--- src/rtl/if_id_queue_if.sv ---
// Fetch/decode handshake bundle for the IF/ID queue.
// slave is the queue side; master is the fetch/decode environment side.
interface if_id_queue_if #(
  parameter int ADDR_W     = 32,
  parameter int INST_W     = 32,
  parameter int DEPTH_LOG2 = 2
);
  logic                  if_valid;
  logic [ADDR_W-1:0]     if_pc;
  logic [INST_W-1:0]     if_inst;
  logic                  if_pred;
  logic                  if_ready;
  logic                  id_valid;
  logic [ADDR_W-1:0]     id_pc;
  logic [INST_W-1:0]     id_inst;
  logic                  id_pred;
  logic                  id_ready;
  logic [DEPTH_LOG2:0]   count;

  modport slave (
    input  if_valid, if_pc, if_inst, if_pred, id_ready,
    output if_ready, id_valid, id_pc, id_inst, id_pred, count
  );

  modport master (
    output if_valid, if_pc, if_inst, if_pred, id_ready,
    input  if_ready, id_valid, id_pc, id_inst, id_pred, count
  );
endinterface

--- src/rtl/if_id_queue.sv ---
// IF/ID decoupling queue: circular FIFO of 2**DEPTH_LOG2 {pc, inst, pred}
// entries between fetch and decode, with global enable (rdy) and flush.
// Optional macro IF_ID_QUEUE_BYPASS_EN: when the queue is empty, a fetch
// entry is forwarded combinationally to decode (zero-cycle latency).
module if_id_queue #(
  parameter int ADDR_W     = 32,
  parameter int INST_W     = 32,
  parameter int DEPTH_LOG2 = 2
) (
  input  logic          clk,
  input  logic          rst,
  input  logic          rdy,
  input  logic          flush,
  if_id_queue_if.slave  q
);
  localparam int DEPTH   = 1 << DEPTH_LOG2;
  localparam int ENTRY_W = ADDR_W + INST_W + 1;
  localparam logic [DEPTH_LOG2:0] FULL_COUNT = (DEPTH_LOG2 + 1)'(DEPTH);

  // Entry layout: {pred, inst, pc}
  logic [ENTRY_W-1:0]    mem [DEPTH];
  logic [DEPTH_LOG2-1:0] head_reg;
  logic [DEPTH_LOG2-1:0] tail_reg;
  logic [DEPTH_LOG2:0]   count_reg;

  logic                  empty;
  logic                  full;
  logic                  push;
  logic                  pop;
  logic                  bypass_active;
  logic                  bypass_take;
  logic [ENTRY_W-1:0]    head_entry;

  // Handshake decode: push/pop qualifiers and the optional bypass path
  always_comb begin
    empty      = (count_reg == '0);
    full       = (count_reg == FULL_COUNT);
    head_entry = mem[head_reg];
`ifdef IF_ID_QUEUE_BYPASS_EN
    bypass_active = empty & q.if_valid & ~flush;
`else
    bypass_active = 1'b0;
`endif
    // A bypassed entry that decode takes this cycle never enters storage
    bypass_take = bypass_active & rdy & q.id_ready;
    push = rdy & q.if_valid & ~full & ~flush & ~bypass_take;
    // Only stored entries are popped; an empty queue cannot pop
    pop  = rdy & ~empty & q.id_ready & ~flush;
  end

  // Output drive: head entry when non-empty, zero bubble otherwise
  always_comb begin
    q.if_ready = ~full;
    q.count    = count_reg;
    q.id_valid = ~empty;
    q.id_pc    = '0;
    q.id_inst  = '0;
    q.id_pred  = 1'b0;
    if (!empty) begin
      q.id_pc   = head_entry[ADDR_W-1:0];
      q.id_inst = head_entry[ADDR_W +: INST_W];
      q.id_pred = head_entry[ENTRY_W-1];
    end
    if (bypass_active) begin
      q.id_valid = 1'b1;
      q.id_pc    = q.if_pc;
      q.id_inst  = q.if_inst;
      q.id_pred  = q.if_pred;
    end
  end

  // Entry storage: cleared on reset, written at tail on push
  always_ff @(posedge clk) begin
    if (rst) begin
      for (int i = 0; i < DEPTH; i++) begin
        mem[i] <= '0;
      end
    end else if (push) begin
      mem[tail_reg] <= {q.if_pred, q.if_inst, q.if_pc};
    end
  end

  // Pointer and occupancy update; flush empties, rdy=0 freezes everything
  always_ff @(posedge clk) begin
    if (rst) begin
      head_reg  <= '0;
      tail_reg  <= '0;
      count_reg <= '0;
    end else if (rdy) begin
      if (flush) begin
        head_reg  <= '0;
        tail_reg  <= '0;
        count_reg <= '0;
      end else begin
        if (push) tail_reg <= tail_reg + DEPTH_LOG2'(1);
        if (pop)  head_reg <= head_reg + DEPTH_LOG2'(1);
        if (push && !pop)
          count_reg <= count_reg + (DEPTH_LOG2 + 1)'(1);
        else if (pop && !push)
          count_reg <= count_reg - (DEPTH_LOG2 + 1)'(1);
      end
    end
  end
endmodule

--- src/flat_wrapper.sv ---
// flat-port wrapper written by rule: the top's interface ports become plain ports
module if_id_queue_flat 
#(
  parameter int ADDR_W     = 32,
  parameter int INST_W     = 32,
  parameter int DEPTH_LOG2 = 2
)
  (clk, rst, rdy, flush, q_if_valid, q_if_pc, q_if_inst, q_if_pred, q_id_ready, q_if_ready, q_id_valid, q_id_pc, q_id_inst, q_id_pred, q_count);
  if_id_queue_if #(.ADDR_W(ADDR_W), .INST_W(INST_W), .DEPTH_LOG2(DEPTH_LOG2)) q_i ();
  input  logic clk;
  input  logic rst;
  input  logic rdy;
  input  logic flush;
  input wire logic [$bits(q_i.if_valid)-1:0] q_if_valid;
  input wire logic [$bits(q_i.if_pc)-1:0] q_if_pc;
  input wire logic [$bits(q_i.if_inst)-1:0] q_if_inst;
  input wire logic [$bits(q_i.if_pred)-1:0] q_if_pred;
  input wire logic [$bits(q_i.id_ready)-1:0] q_id_ready;
  output wire logic [$bits(q_i.if_ready)-1:0] q_if_ready;
  output wire logic [$bits(q_i.id_valid)-1:0] q_id_valid;
  output wire logic [$bits(q_i.id_pc)-1:0] q_id_pc;
  output wire logic [$bits(q_i.id_inst)-1:0] q_id_inst;
  output wire logic [$bits(q_i.id_pred)-1:0] q_id_pred;
  output wire logic [$bits(q_i.count)-1:0] q_count;
  assign q_i.if_valid = q_if_valid;
  assign q_i.if_pc = q_if_pc;
  assign q_i.if_inst = q_if_inst;
  assign q_i.if_pred = q_if_pred;
  assign q_i.id_ready = q_id_ready;
  assign q_if_ready = q_i.if_ready;
  assign q_id_valid = q_i.id_valid;
  assign q_id_pc = q_i.id_pc;
  assign q_id_inst = q_i.id_inst;
  assign q_id_pred = q_i.id_pred;
  assign q_count = q_i.count;
  if_id_queue #(.ADDR_W(ADDR_W), .INST_W(INST_W), .DEPTH_LOG2(DEPTH_LOG2)) u_core (.clk(clk), .rst(rst), .rdy(rdy), .flush(flush), .q(q_i));
endmodule
--- config.mk ---
export PLATFORM = sky130hd
export DESIGN_NAME = if_id_queue_flat
export DESIGN_NICKNAME = d
export VERILOG_FILES = /design/src/rtl/if_id_queue_if.sv /design/src/rtl/if_id_queue.sv /design/src/flat_wrapper.sv
export SDC_FILE = /design/constraint.sdc
export NUM_CORES = 1
export LEC_CHECK = 0
export CAP_MARGIN = 0
export CORE_UTILIZATION = 51
export CTS_CLUSTER_DIAMETER = 150
export CTS_CLUSTER_SIZE = 30
export DETAILED_ROUTE_END_ITERATION = 10
export PLACE_DENSITY = 0.85
export SLEW_MARGIN = 20
export SYNTH_ARGS = -nofsm -noshare
export SYNTH_HDL_FRONTEND = slang
export SYNTH_SLANG_ARGS = --single-unit
--- constraint.sdc ---
create_clock -name clk -period 6.5 [get_ports clk]
set_input_delay 0.975 -clock clk [delete_from_list [all_inputs] [get_ports clk]]
set_output_delay 0.975 -clock clk [all_outputs]
set_load 0.1 [all_outputs]
## Word-level counts from Yosys, hierarchy flattened

Memories as Yosys holds them, arrays and structs flattened. A register that Yosys moved wholly into a read port is not among the register bits.
Index checks and enable logic that the tools add are counted.

- Flip-flop bits (word level): 7
- RAM bits: 260
- Input bits: 71
- Output and inout port bits: 70
- Word-level logic and storage cells: 50
- Memories kept: 1

- Add/sub/neg operators: 4
- Equal/unequal tests: 1
- Muxes and demuxes: 20
- Bitwise gates (word level): 9
- Reductions and logical operators: 12

Memories:

| memory | words | width | read ports | clocked after Yosys merged registers in | wr ports | line | RTL |
|---|---|---|---|---|---|---|---|
| u_core.mem | 4 | 65 | 1 | 1 | 4 | if_id_queue.sv:21 | `logic [ENTRY_W-1:0] mem [DEPTH];` |

Operator list:

| operator | number |
|---|---|
| $mux 65 | 1 |
| $reduce_or 65->1 | 1 |
| $mux 32 | 2 |
| $mux 2 | 7 |
| $mux 3 | 3 |
| $mux 1 | 7 |
| $and 1x1->1 | 6 |
| $reduce_and 2->1 | 3 |
| $add 2x1->2 const B | 2 |
| $reduce_bool 2->1 | 2 |
| $add 3x1->3 const B | 1 |
| $eq 3x3->1 const B | 1 |
| $logic_not 3->1 | 1 |
| $not 1->1 | 3 |
| $reduce_bool 3->1 | 1 |
| $sub 3x1->3 const B | 1 |
| $logic_and 1x1->1 | 2 |
| $logic_not 1->1 | 2 |

## Logic depth before layout (Yosys ltp)

Gate-level depths: netlist of run 1.

- Depth after elaboration: 9
- Depth in mapped cells: 9
- Depth with buffers taken out: 9

## Least setup slack after synthesis of run 1

No wires, ideal clock.

- Path kind: reg-to-reg
- Start: register u_core.count_reg[1], in the netlist u_core.q.count[1]
- End: memory u_core.mem[1][0] (netlist bit), enable pin
- Setup time: 585 ps
- Arrival: 6650 ps
- Path slack: -735 ps
- Cell stages (with the launch flop): 5
- Buffers on the path: 0
- Period minus slack after synthesis: 7235 ps
- Path through: dfxtp_1 nor3b_4 inv_2 nand3_1 o31ai_1

RTL lines:

| item | line | RTL |
|---|---|---|
| start: declaration | if_id_queue.sv:24 | `logic [DEPTH_LOG2:0] count_reg;` |
| start signal: assignment | if_id_queue.sv:98 | `count_reg <= count_reg + (DEPTH_LOG2 + 1)'(1);` |
| start signal: assignment | if_id_queue.sv:100 | `count_reg <= count_reg - (DEPTH_LOG2 + 1)'(1);` |
| end: declaration | if_id_queue.sv:21 |  |

==> metrics.yaml, run 1 <==
status: "finished clean"
crit_fanout: 29
synth_edf_count: 260
crit_family: "buffers and inverters"
slew_headroom_pct: 30.6
r2r-start: "u_core.q.count[1]"
dp.cells: 1197
largest_reg_flops: 260
cts_num_sinks: 269
gp_congestion: 0.818
rows: 56
muxShareOfSynthArea_pct: 12.1
synth_top_area_share_pct: 63.5
drt_wl_total_mm: 24.4
clkTransAtPathRegs_ns: 0.11
initialDrtViolationCount: 453
setup_viol: 0
synth_top_cells_by_area: "edfxtp_1 (63%), and2_1 (17%), mux4_2 (12%)"
grt_pass1_vias: 7005
crit_slowest_cell: "clkdlybuf4s50_1"
n_fill_cell: 1769
peakVddDrop_uv: 142
required_ns: 5.52
rr_worst_depth: 5
synth_compound_area_share_pct: 1.33
power.leakage_nw: 5.01
die-area_um2: 24700
reg2reg_slack_ns: 3.92
cts_tree: "built"
cts_hold_buf: 0
synth_seq_area_share_pct: 64.9
synthAdderAreaFrac_pct: 0.163
min_period_over_period_pct: 69.2
crit_cells: 5
yosysMostFrequentCell: "and2_1"
syn_area_per_cell_um2: 15.8
cts-root-buf: "clkbuf_16"
synth_cell_type_count: 41
vias_per_cell: 5.39
ys_ff_latch: 269
core-area_um2: 23500
fmax_mhz: 222
final-seq-area_um2: 8000
drt_pass1_iterations: 5
maxCapViolations: 0
area_delta_synth_final_pct: 16.2
htree_levels: 1
path_cells: "buf_16 -> buf_4 -> mux4_2 -> and2_1 -> clkdlybuf4s50_1"
crit_type: "reg2out"
finClkSkew_ns: 0.0181
start_util_pct: 52.2
cp-start-kind: "flop"
post_cts_buffers: 0
worstSetupEndpointType: "primary output"
multi_input_area_um2: 4010
cts_resized: 0
drive_gt1_share_pct: 12.0
antenna_found_initial: 1
syn_nets: 850
ys_warn_count: 0
reg2reg_to: "u_core.mem[3][58]"
synth_ff_type: "edfxtp_1"
io_pins: 141
final-hold-violation-count: 0
cpPeakStageDelay_ns: 0.96
ys_async_sr_fraction_pct: 0
ys_top_cells_by_count: "and2_1 (326), edfxtp_1 (260), mux4_2 (65)"
clk_latency_ns: 0.49
numCtsBuffers: 12
fin_crit_ns: 4.50
drc: 0
syn_inst: 778
synthXorXnorAreaFrac_pct: 0.0712
crit_arrival_ns: 3.52
path_buf_inv: 3
fin_hold_ws_ns: 0.513
yosys.area_share.simple_pct: 18.3
maxSlewViolCount: 0
synth.largest_area_cell: "edfxtp_1"
ctsLongestPathBuffers: 3
grt_pass1_wl_mm: 37.6
hold_class: "reg2reg"
synth_area_um2: 12300
die_h_um: 157
finalNonFillerCells: 1217
place_hpwl_mm: 13.9
final_antenna_net_count: 0
power_density_nw_per_um2: 238
port_buffers: 140
crit_end: "q_id_inst[22]"
fin_nets: 964
die_x_um: 157
worstMarginPinSlew_ns: 1.04
track_usage_pct: 20.3
rsz0062_at_grt: "no"
vias: 6557
synth_top_family_by_area: "simple AND/OR/NAND/NOR gates"
overflow: 0
antenna_cells: 0
grt_max_degree: 68
avgRoutedWirePerCell_um: 20.1
## power breakdown
group | leakage (nW) | switching [W] | internal [W]
registers | 2.76 | 0.0000247 | 0.00197
logic | 2.08 | 0.000363 | 0.000159
clock network | 0.168 | 0.000504 | 0.000378
total | 5.01 | 0.000892 | 0.00251
## kinds of logic after synthesis
logic type	count (synthesis)
AO/OA/AOI/OAI	21
XOR/XNOR	1
adder cells (fa/ha/maj)	1
buffers and inverters	59
flip-flops	269
multiplexers	68
AND/OR/NAND/NOR	359
## per-stage QoR
step	utilization (%)	area [µm²]	total power, W	setup WS, ns	TNS [ns]
2_1_floorplan	-	12300	0.00240	-0.456	-59.29
3_5_place_dp	59.2	13900	0.00256	2.43	0
6_report	60.7	14300	0.00340	2.00	0
5_1_grt	60.7	14300	0.00351	1.77	0
4_1_cts	60.7	14300	0.00342	1.90	0
3_3_place_gp	59.1	13900	0.00255	2.26	0
## how the worst min path moves through the flow
stage	start	end	slack, ns	cells past startpoint
floorplan	u_core.head_reg[1]	flop	0.46	2
global placement	u_core.head_reg[1]	flop	0.48	2
detailed placement	u_core.head_reg[1]	flop	0.50	2
CTS	u_core.head_reg[1]	flop	0.52	2
global route	u_core.head_reg[1]	flop	0.56	2
finish	u_core.head_reg[1]	flop	0.51	2
## metal layers
metal | wire length (µm) | GRT usage (%) | share of wire (%)
met1 | 10000 | 26.7 | 41
met2 | 12500 | 35.2 | 51
met3 | 1510 | 3.55 | 6.2
met4 | 354 | 5.13 | 1.4
met5 | 17 | 0 | 0.070
## final cells by class
class	count	area share, %
inverters	6	0.158
repair buffers	153	10.6
clock buffers	20	2.46
multi-input cells	450	28.0
well taps	319	2.79
flip-flops and latches	269	55.9
## cell usage in the layout, fill, tap and decap left out, types with 3 or more instances in the layout
master           count
o31ai_1              4
a21oi_1              3
clkbuf_16           13
clkdlybuf4s50_1    140
inv_1                5
clkbuf_1             7
edfxtp_1           260
mux2i_1              3
and2_1             326
nor2_1               8
nand2_1              7
buf_4               12
nand3_1              3
mux4_2              65
dfxtp_1              7
## worst register-to-register path: cells and delay by family, from the launching register on
kind | cells | cell delay, ns
AO/OA/AOI/OAI | 1 | 0.58
buffers and inverters | 2 | 0.87
flip-flops | 1 | 0.51
AND/OR/NAND/NOR | 2 | 0.24
No activity file was read; power rests on OpenSTA's default activity.
==> inputs of run 2 (changes only) <==
- CORE_UTILIZATION: 51 -> 56
- PLACE_DENSITY: 0.85 -> 0.89
- clock period: 6.5 -> 4.56 ns (I/O delays scaled with it)
==> run 2 against run 1 <==
Net effect: worst setup slack worse by 1.2 ns; clock power up 40%; critical path depth down 1; largest power group unchanged; wire length up 0.60%; clock skew down 0.0057 ns; final area about the same; die area down 8.8%; hold slack worse by 0.011 ns; count of clock-buffer cells in the layout unchanged; critical endpoint is now q_id_inst[7]; cell count down 3.4%; total power up 42%.
==> metrics.yaml, run 2 (same netlist as run 1, synthesis figures left out) <==
status: "finished clean"
drt_pass1_iterations: 5  # unchanged
p_clk_share_pct: 25.8  # -0.2 points
power.leakage_nw: 5.07  # +1.2%
vias_per_cell: 5.65  # +4.8%
slew_headroom_pct: 33.8  # +3.1 points
drc: 0  # unchanged
peakVddDrop_uv: 258  # +82%
crit_arrival_ns: 3.12  # -0.40 ns
p_sw_w: 0.00126  # +41%
fin_hold_ws_ns: 0.502  # -0.0109 ns
final_common_cell: "and2_1"
reg2reg_to: "u_core.mem[0][28]"
place_hpwl_mm: 14.5  # +4.9%
cts_tree: "built"
cts_resized: 0  # unchanged
tns_ns: 0  # unchanged
seqPwrFrac_pct: 58.8  # about the same
gp_congestion: 0.743  # -9.1%
final-seq-area_um2: 8000  # unchanged
area_delta_synth_final_pct: 16.1  # about the same
initialDrtViolationCount: 456  # +0.66%
path_cells: "buf_4 -> mux4_2 -> and2_1 -> clkdlybuf4s50_1"
r2r-start: "u_core.q.count[1]"
power_density_nw_per_um2: 338  # +42%
p_int_w: 0.00358  # +43%
post_cts_buffers: 0  # unchanged
grt_pass1_vias: 6939  # -0.94%
preCtsSetupSlack_ns: 1.24  # -1.18 ns
track_usage_pct: 22.4  # +2.1 points
start_util_pct: 57.8  # +5.5 points
rr_worst_depth: 5  # unchanged
min-delay-start: "u_core.head_reg[1]"
core-area_um2: 21300  # -9.6%
maxSlewViolCount: 0  # unchanged
drive_gt1_share_pct: 13.8  # +1.7 points
cp-start-kind: "flop"
grt_pass1_wl_mm: 37.5  # -0.20%
clkTransAtPathRegs_ns: 0.11  # about the same
crit_fanout: 37  # +28%
cpPeakStageDelay_ns: 1.14  # +0.18 ns
layout_common_cells: "and2_1 (326), edfxtp_1 (260), clkdlybuf4s50_1 (127)"
ctsLongestPathBuffers: 3  # unchanged
n_fill_cell: 1456  # -18%
vias: 6640  # +1.3%
fin_nets: 967  # +0.31%
worstMarginPinSlew_ns: 0.990  # -0.0468 ns
final_antenna_net_count: 0  # unchanged
min_period_over_period_pct: 83.5
die_x_um: 150  # -4.5%
io_pins: 141  # unchanged
grt_max_degree: 68  # unchanged
maxCapViolations: 0  # unchanged
numCtsBuffers: 12  # unchanged
rsz0062_at_grt: "no"
antenna_found_initial: 1  # unchanged
fin_crit_ns: 3.81
crit_type: "reg2out"
final_util_pct: 67.1  # +6.4 points
multi_input_area_um2: 4010  # unchanged
cts_hold_buf: 0  # unchanged
cts_num_sinks: 269  # unchanged
clk_latency_ns: 0.48  # about the same
crit_slowest_cell: "clkdlybuf4s50_1"
rows: 53  # -5.4%
largest_reg_flops: 260  # unchanged
setup_viol: 0  # unchanged
finClkSkew_ns: 0.0124  # -0.00568 ns
drt_wl_total_mm: 24.6  # +0.60%
die-area_um2: 22600  # -8.8%
combPwrFrac_pct: 15.4  # about the same
avgRoutedWirePerCell_um: 20.9  # +4.1%
die_h_um: 150  # -4.5%
fin_ws_ns: 0.753  # -1.25 ns
overflow: 0  # unchanged
power_w: 0.00483  # +42%
htree_levels: 1  # unchanged
antenna_cells: 0  # unchanged
hold_depth: 2  # unchanged
required_ns: 3.88  # -1.64 ns
port_buffers: 140  # unchanged
fmax_mhz: 263
worstSetupEndpointType: "primary output"
cts-root-buf: "clkbuf_16"
final-hold-violation-count: 0  # unchanged
reg2reg_slack_ns: 2.16  # -1.76 ns
hold_class: "reg2reg"
switching_share_pct: 26.0  # -0.24 points
run 2: critical path: cells and delay by family, from the launching register on:
family	cells	cell delay, ns
buffers and inverters	2	1.48
DFF	1	0.75
muxes	1	0.24
and+or+nand+nor	1	0.13
run 2: how the worst max path moves through the flow:
stage | end | slack [ns] | depth (start not counted)
2_1_floorplan | u_core.mem[2][0] | -0.64 | 4
3_3_place_gp | q_id_pc[14] | 1.27 | 4
3_5_place_dp | q_id_inst[7] | 1.24 | 4
4_1_cts | q_id_inst[7] | 0.71 | 4
5_1_grt | q_id_pc[20] | 0.64 | 4
6_report | q_id_inst[7] | 0.75 | 4
run 2: stage by stage:
stage | cell area (µm²) | std cells
2_1_floorplan | 12300 | 778
3_3_place_gp | 13900 | 1156
3_5_place_dp | 13900 | 1156
4_1_cts | 14300 | 1176
5_1_grt | 14300 | 1176
6_report | 14300 | 1176
run 2: routing by layer:
layer  part of all wire [%]  global-route usage [%]  vias up
met4                    2.2                    5.86        2
met2                     52                    40.5      187
met3                    4.8                    2.76       35
li1                       -                       -     3049
met1                     40                    28.6     3367
met5                  0.053                       0        -
run 2: cell type report:
cell class | instances | area share [%]
multi-input cells | 450 | 28.0
inverters | 6 | 0.158
flip-flops and latches | 269 | 56.0
repair buffers | 156 | 11.0
clock buffers | 20 | 2.46
well taps | 275 | 2.41
run 2: power groups by stage:
stage	registers, W	clock network, W	logic (W)
global route	0.00285	0.00134	0.000782
global placement	0.00289	0	0.000745
finish	0.00284	0.00124	0.000745
detailed placement	0.00290	0	0.000752
CTS	0.00284	0.00126	0.000753
floorplan	0.00291	0	0.000505
